**config.mk**
```make
export PLATFORM = sky130hd
export DESIGN_NAME = cache_control_nway
export DESIGN_NICKNAME = d
export VERILOG_FILES = /design/src/rtl/cache_control_nway.sv
export SDC_FILE = /design/constraint.sdc
export NUM_CORES = 1
export LEC_CHECK = 0
export BUFFER_PORTS_ARGS = -buffer_cell sky130_fd_sc_hd__buf_4
export CAP_MARGIN = 10
export CORE_MARGIN = 2
export CORE_UTILIZATION = 49
export CTS_BUF_LIST = sky130_fd_sc_hd__clkbuf_4 sky130_fd_sc_hd__clkbuf_8
export CTS_CLUSTER_SIZE = 40
export DETAILED_ROUTE_END_ITERATION = 16
export PLACE_DENSITY = 0.73
export SLEW_MARGIN = 15
export SYNTH_ARGS = -nofsm -noshare
export SYNTH_HDL_FRONTEND = slang
export SYNTH_SLANG_ARGS = --single-unit
```
**constraint.sdc**
```tcl
create_clock -name clk -period 6.42 [get_ports clk]
set_input_delay 1.284 -clock clk [delete_from_list [all_inputs] [get_ports clk]]
set_output_delay 1.284 -clock clk [all_outputs]
set_load 0.02 [all_outputs]
```
**src/rtl/cache_control_nway.sv**
```systemverilog
// rtl/cache_control_nway.sv - N-way cache controller FSM with hit/miss performance counters
module cache_control_nway #(
    parameter int WAYS  = 2,
    parameter int CNT_W = 32,
    localparam int WAYW = (WAYS > 1) ? $clog2(WAYS) : 1
) (
    input  logic             clk,
    input  logic             rst_n,
    input  logic             mem_read,
    input  logic             mem_write,
    output logic             mem_resp,
    input  logic             pmem_resp,
    output logic             pmem_read,
    output logic             pmem_write,
    input  logic [WAYS-1:0]  hit_vec,
    input  logic [WAYS-1:0]  dirty_vec,
    input  logic [WAYW-1:0]  lru_way,
    output logic             lru_load,
    output logic [WAYW-1:0]  lru_in,
    output logic [WAYS-1:0]  tag_load,
    output logic [WAYS-1:0]  valid_load,
    output logic [WAYS-1:0]  dirty_load,
    output logic             dirty_in,
    output logic [WAYW-1:0]  way_sel,
    output logic [1:0]       writing,
    output logic             pmem_addr_sel,
    input  logic             cnt_clr,
    output logic [CNT_W-1:0] hit_count,
    output logic [CNT_W-1:0] miss_count
);

    typedef enum logic [1:0] {
        CHECK_HIT = 2'd0,
        WRITEBACK = 2'd1,
        FILL      = 2'd2
    } state_t;

    state_t          state, state_next;
    logic [WAYW-1:0] victim;
    logic            refill;
    logic            request;
    logic            hit_any;
    logic [WAYW-1:0] hit_way;
    logic            miss_evt;

    assign request = mem_read | mem_write;
    assign hit_any = |hit_vec;

    // Descending scan so the lowest matching way wins.
    always_comb begin
        hit_way = '0;
        for (int i = WAYS - 1; i >= 0; i--) begin
            if (hit_vec[i]) begin
                hit_way = WAYW'(i);
            end
        end
    end

    // Gated by rst_n so every output sits at its idle value throughout reset.
    always_comb begin
        state_next    = state;
        miss_evt      = 1'b0;
        mem_resp      = 1'b0;
        pmem_read     = 1'b0;
        pmem_write    = 1'b0;
        lru_load      = 1'b0;
        lru_in        = '0;
        tag_load      = '0;
        valid_load    = '0;
        dirty_load    = '0;
        dirty_in      = 1'b0;
        way_sel       = victim;
        writing       = 2'b11;
        pmem_addr_sel = 1'b0;
        if (rst_n) begin
            case (state)
                CHECK_HIT: begin
                    if (request && hit_any) begin
                        mem_resp = 1'b1;
                        way_sel  = hit_way;
                        lru_load = 1'b1;
                        lru_in   = hit_way;
                        if (mem_write) begin
                            dirty_load[hit_way] = 1'b1;
                            dirty_in            = 1'b1;
                            writing             = 2'b01;
                        end
                    end else if (request) begin
                        miss_evt   = 1'b1;
                        state_next = dirty_vec[lru_way] ? WRITEBACK : FILL;
                    end
                end
                WRITEBACK: begin
                    pmem_write    = 1'b1;
                    pmem_addr_sel = 1'b1;
                    if (pmem_resp) begin
                        state_next = FILL;
                    end
                end
                FILL: begin
                    pmem_read = 1'b1;
                    writing   = 2'b00;
                    if (pmem_resp) begin
                        tag_load[victim]   = 1'b1;
                        valid_load[victim] = 1'b1;
                        dirty_load[victim] = 1'b1;
                        state_next         = CHECK_HIT;
                    end
                end
                default: state_next = CHECK_HIT;
            endcase
        end
    end

    always_ff @(posedge clk or negedge rst_n) begin
        if (!rst_n) begin
            state  <= CHECK_HIT;
            victim <= '0;
            refill <= 1'b0;
        end else begin
            state <= state_next;
            if (miss_evt) begin
                victim <= lru_way;
                refill <= 1'b1;
            end else if (mem_resp) begin
                refill <= 1'b0;
            end
        end
    end

    // The response that completes a refill is not counted as a hit.
    always_ff @(posedge clk or negedge rst_n) begin
        if (!rst_n) begin
            hit_count  <= '0;
            miss_count <= '0;
        end else if (cnt_clr) begin
            hit_count  <= '0;
            miss_count <= '0;
        end else begin
            if (mem_resp && !refill && hit_count != {CNT_W{1'b1}}) begin
                hit_count <= hit_count + 1'b1;
            end
            if (miss_evt && miss_count != {CNT_W{1'b1}}) begin
                miss_count <= miss_count + 1'b1;
            end
        end
    end

endmodule

```
==> results of run 1 <==
-- logic make-up (layout without fill, tap and decap cells) --
group	after synthesis	in the layout	synth area share, %
AND/OR/NAND/NOR	214	214	30.9
AO/OA/AOI/OAI	93	93	15.4
flip-flops	68	68	41.5
buffers and inverters	30	120	3.54
XOR/XNOR	19	19	4.05
multiplexers	15	15	4.02
adder cells (fa/ha/maj)	2	2	0.610
-- how the worst max path moves through the flow --
stage	end	slack (ns)
finish	way_sel	2.16
detailed placement	way_sel	2.12
floorplan	valid_load[0]	2.37
global placement	way_sel	2.19
CTS	way_sel	2.12
global route	way_sel	2.05
-- cells in the mapped netlist (7+ instances only) --
cell	count	share of area, %
inv_1	11	1.0
o21ai_0	24	2.9
xor2_1	9	1.9
nor4_1	13	2.0
o31ai_1	11	2.0
nor2b_1	10	1.5
nand2_1	25	2.3
clkbuf_1	11	1.0
buf_4	7	1.3
xnor2_1	10	2.1
nand3_1	23	2.8
or3_1	20	3.0
nor2_1	45	4.1
dfrtp_1	68	41
or4_1	13	2.4
and3_1	7	1.1
nand4_1	16	2.4
a21oi_1	31	3.8
-- area by class of cell --
type                            count  area (um2)  share of cell area, %
Clock buffer                       10         138                   2.73
Multi-Input combinational cell    343        2260                   44.8
Timing Repair Buffer               93         702                   13.9
Sequential cell                    68        1700                   33.8
Tap cell                          105         131                   2.61
Clock inverter                      6        63.8                   1.27
Inverter                           11        41.3                  0.820
-- registers in the layout, indices dropped and copies added (netlist names) --
| name | count |
|---|---|
| miss_count | 32 |
| refill | 1 |
| state | 2 |
| hit_count | 32 |
| victim | 1 |
-- metal layers --
metal	vias to the layer above	share of wire, %	track usage [%]
met5	-	0	0
met4	0	1.2	7.86
met3	9	5.6	3.48
met2	88	47	35.7
met1	1865	46	31.7
li1	1834	-	-
-- critical path, stage by stage --
cell and delay (ns):
buf_4 0.43, or3b_4 0.48, or2_2 0.34, nor2_1 0.16, a21o_1 0.12, buf_4 0.14
-- where the power goes --
| group | total [mW] | switching (mW) | internal, mW | leakage (nW) |
|---|---|---|---|---|
| Clock | 0.359 | 0.170 | 0.189 | 0.0983 |
| Sequential | 0.452 | 0.0153 | 0.437 | 0.945 |
| Combinational | 0.114 | 0.0680 | 0.0460 | 1.09 |
| Total | 0.925 | 0.253 | 0.672 | 2.13 |
==> results.md, run 1 <==
- Status: complete, no violations
- WP data required: 5.14 ns
- Reg-to-Reg End: hit_count[21]$_DFFE_PN0P_
- Most common cell after layout, fill and taps aside: buf_4
- Worst EP arrival: 2.97 ns
- Setup CP Type: in2out
- Num CTS Buffers: 9
- Reg clk slew, reported paths: 0.08 ns
- DIE HEIGHT: 95.5 um
- Layout cells sized above 1: 26.6%
- Routed WL: 9.95 mm
- Worst Path Max Fanout: 45
- CTS Sinks: 68
- Sequential element share of the synthesized area: 41.5%
- Via count: 3796
- Die area: 0.00912 mm2
- DP Worst Slack: 2.12 ns
- Initial antenna violation count: 0
- Synth warn: 0
- Vias in the first global route: 3426
- Period utilization: 66.3%
- Initial Util: 50.2%
- Ys async rst share: 100%
- Worst slew pin tran: 0.786 ns
- CTS tree: built
- Mean post-synth cell area: 9.31 um2
- CTS resizes: 0
- Critical path capture point type: output pin
- Pleak: 2.13 nW
- Initial drt markers: 202
- Peak supply drop: 0.000201 V
- Hold WS: 0.547 ns
- Synthesized cell area: 0.00410 mm2
- Fin cells: 636
- Global placer's final weighted congestion: 0.864
- IO Pins: 91
- Cell area after layout: 0.00503 mm2
- Total gr overflow: 0
- Number of post-CTS setup repair buffers: 0
- Register bit total from synthesis: 68
- Synth Instances: 441
- Fmax: 0.235 GHz
- Ant. Diodes: 0
- P&R area growth vs syn: 22.7%
- Fin crit period: 4.26 ns
- Setup ws final: 2.16 ns
- Slew Limit Fails: 0
- Fillers: 730
- Power per Cell Area: 184 mW/mm2
- EDFF count, synth: 0
- FF-to-FF Start: hit_count[2]$_DFFE_PN0P_
- Slew margin rel.: 47.1%
- Max-cap violations: 0
- GRT Overall Usage: 22.6%
- Syn nets: 454
- Primary FF master, synth: dfrtp_1
- Cell variety after synth: 61
- Drt wl/cell: 15.6 um
- Min-Delay Path Class: reg2reg
- Placed wire-length estimate: 7.25 mm
- Number of H-tree branching levels: 3
- Power Total: 0.925 mW
- Routed Antenna Nets: 0
- Die width: 95.5 um
- Final hold violations: 0
- Hold-fix buffers at CTS: 0
- CTS root buf: clkbuf_8
- WHS Path Cells: 1
- Core area: 0.00818 mm2
- R2R Setup Slk: 3.90 ns
- Router iterations before antenna repair: 4
- Input/output buffers: 90
- Final Skew: 0.0101 ns
- Fin nets: 539
- Largest net degree at the start of global routing: 77
- Hold path endpoint: refill$_DFFE_PN0P_
- First-pass GRT wire length: 16.2 mm
- RSZ-0062 raised after global routing: false
- Site row count: 33
- Hold_sp: refill$_DFFE_PN0P_
- TNS Setup: 0 ns
- Placed cell count: 619
- Post-placement cell area: 0.00482 mm2
- Crit path launch type: input pin
- Critical Path Start: rst_n
- Layout Utilization: 61.6%
- Commonest cells after routing, fill and taps aside: buf_4 (92), dfrtp_1 (68), nor2_1 (45)
- R2R cell count: 5
- Skew-Pair Late Insertion Delay: 0.34 ns
- Drc violations: 0
- Clock Tree Buf Depth: 2
- Setup-failing EPs final: 0
- Via/cell ratio: 5.97
Power figures use the tool's default switching activity.
==> inputs of run 2 (changes only) <==
ABC_AREA = 1   (was not set)
PLACE_DENSITY = 0.72   (was 0.73)
clock period = 4.33 ns   (was 6.42 ns; I/O delays follow)
==> results.md, run 2 <==
- Clock Tree Buf Depth: 2 (unchanged)
- GRT Overall Usage: 26.6% (+4.0 points)
- Synth Instances: 747 (+69%)
- Slew margin rel.: 53.2% (+6.0 points)
- Routed WL: 13.3 mm (+34%)
- FF-to-FF Start: hit_count[15]$_DFFE_PN0P_
- Fin crit period: 3.05 ns
- Worst EP arrival: 2.19 ns (-0.78 ns)
- Final hold violations: 0 (unchanged)
- Setup-failing EPs final: 0 (unchanged)
- Router iterations before antenna repair: 6 (+2)
- WP data required: 3.46 ns (-1.68 ns)
- Most common cell after layout, fill and taps aside: nand2_1
- Reg clk slew, reported paths: 0.07 ns (about the same)
- CP endpoint: way_sel
- Count leader, synth: nand2_1
- DP Worst Slack: 1.30 ns (-0.826 ns)
- R2R cell count: 10 (+5)
- Setup CP Type: in2out
- Global placer's final weighted congestion: 0.951 (+10%)
- Period utilization: 70.5%
- Num CTS Buffers: 9 (unchanged)
- Crit path launch type: input pin
- First-pass GRT wire length: 22.0 mm (+35%)
- Sequential element share of the synthesized area: 35.7% (-5.8 points)
- Core area: 0.00933 mm2 (+14%)
- Die area: 0.0105 mm2 (+15%)
- Initial drt markers: 232 (+15%)
- Die width: 103 um (+7.4%)
- Synth warn: 0 (unchanged)
- CTS tree: built
- Worst path slowest cell: nor2_1
- Cell variety after synth: 37 (-39%)
- Synthesized cell area: 0.00477 mm2 (+16%)
- Initial Util: 51.1% (+0.89 points)
- Crit-path max cell delay: 0.30 ns (-0.18 ns)
- R2R Setup Slk: 2.08 ns (-1.82 ns)
- Top Registers: hit_count (32), miss_count (32), state (2)
- Input/output buffers: 90 (unchanged)
- Total gr overflow: 0 (unchanged)
- Skew-Pair Late Insertion Delay: 0.35 ns (about the same)
- CTS resizes: 0 (unchanged)
- Initial antenna violation count: 0 (unchanged)
- Worst Path Max Fanout: 24 (-47%)
- DIE HEIGHT: 103 um (+7.4%)
- Ys async rst share: 100% (unchanged)
- Synth area leaders: dfrtp_1 (36%), nand2_1 (23%), nor2_1 (9.0%)
- Placed cell count: 949 (+53%)
- Cell area after layout: 0.00570 mm2 (+13%)
- Slew Limit Fails: 0 (unchanged)
- Fmax: 0.327 GHz
- Commonest cells after routing, fill and taps aside: nand2_1 (293), nor2_1 (114), buf_4 (92)
- TNS Setup: 0 ns (unchanged)
- Hold WS: 0.409 ns (-0.137 ns)
- Synth top area share: 35.7% (-5.8 points)
- Leading area contributor after synthesis: dfrtp_1
- Placed wire-length estimate: 9.73 mm (+34%)
- RSZ-0062 raised after global routing: false
- Layout cells sized above 1: 16.9% (-9.7 points)
- P&R area growth vs syn: 19.7%
- Drc violations: 0 (unchanged)
- Critical Path Start: rst_n
- Post-placement cell area: 0.00550 mm2 (+14%)
- Min-Delay Path Class: in2async
- Setup ws final: 1.28 ns (-0.890 ns)
- Site row count: 35 (+6.1%)
- EDFF count, synth: 0 (unchanged)
- Number of H-tree branching levels: 3 (unchanged)
- Power Total: 1.51 mW (+63%)
- Max-cap violations: 0 (unchanged)
- Fin nets: 844 (+57%)
- Pleak: 2.77 nW (+30%)
- Vias in the first global route: 4653 (+36%)
- Number of post-CTS setup repair buffers: 0 (unchanged)
- Largest net degree at the start of global routing: 48 (-38%)
- Primary FF master, synth: dfrtp_1
- Layout Utilization: 61.1% (-0.45 points)
- CTS Sinks: 68 (unchanged)
- Via count: 5000 (+32%)
- Register bit total from synthesis: 68 (unchanged)
- Peak supply drop: 0.000122 V (-39%)
- Final Skew: 0.0109 ns (+0.000824 ns)
- Status: complete, no violations
- Power per Cell Area: 264 mW/mm2 (+44%)
- Syn nets: 760 (+67%)
- CTS root buf: clkbuf_8
- Critical path capture point type: output pin
- Mean post-synth cell area: 6.38 um2 (-31%)
- Via/cell ratio: 5.18 (-13%)
- Synth top cells by count: nand2_1 (293), nor2_1 (114), dfrtp_1 (68)
- Routed Antenna Nets: 0 (unchanged)
- Worst slew pin tran: 0.703 ns (-0.0830 ns)
- Drt wl/cell: 13.8 um (-12%)
- Fin cells: 965 (+52%)
- Cells along the critical path: buf_4 > inv_1 > nor2_1 > nand2_1 > nor2_1 > o21bai_1 > buf_4
- IO Pins: 91 (unchanged)
- Hold-fix buffers at CTS: 0 (unchanged)
- Ant. Diodes: 0 (unchanged)
- Reg-to-Reg End: hit_count[25]$_DFFE_PN0P_
-- run 2: report_power, final --
group          switching (mW)  internal (mW)  total, mW
Clock                   0.257          0.294      0.551
Sequential             0.0167          0.655      0.672
Combinational           0.200         0.0842      0.284
Total                   0.474           1.03       1.51
-- run 2: cells by family after synthesis --
logic type	Yosys count	synth area share [%]
compound gates	45	5.36
xor+xnor	18	3.31
mux	1	0.210
buf+inv	88	7.95
simple gates	525	46.9
fa+ha+maj	2	0.525
flops	68	35.7
-- run 2: area by class of cell --
cell class | count | area, um2
Tap cell | 129 | 161
Clock buffer | 12 | 153
Clock inverter | 4 | 48.8
Sequential cell | 68 | 1700
Multi-Input combinational cell | 591 | 2690
Timing Repair Buffer | 92 | 691
Inverter | 69 | 263
Fill cell | 888 | 3620
-- run 2: worst min-delay path by stage --
stage | endpoint | cells past startpoint
3_5_place_dp | hit_count[1]$_DFFE_PN0P_ | 2
3_3_place_gp | hit_count[1]$_DFFE_PN0P_ | 2
2_1_floorplan | victim$_DFFE_PN0P_ | 2
5_1_grt | hit_count[6]$_DFFE_PN0P_ | 1
6_report | hit_count[6]$_DFFE_PN0P_ | 1
4_1_cts | hit_count[4]$_DFFE_PN0P_ | 1
-- run 2: layer usage --
layer	global-route usage [%]	up-vias	share of wire, %
met2	46.9	173	50
met3	3.32	22	6.0
met4	9.13	0	1.8
li1	-	2511	-
met1	33.6	2294	42
met5	0	-	0
-- run 2: worst max-delay path, delay by kind of cell --
kind / cells / cell delay, ns
buffers and inverters: 3 / 0.60
and+or+nand+nor: 3 / 0.58
AOI/OAI and AO/OA: 1 / 0.13
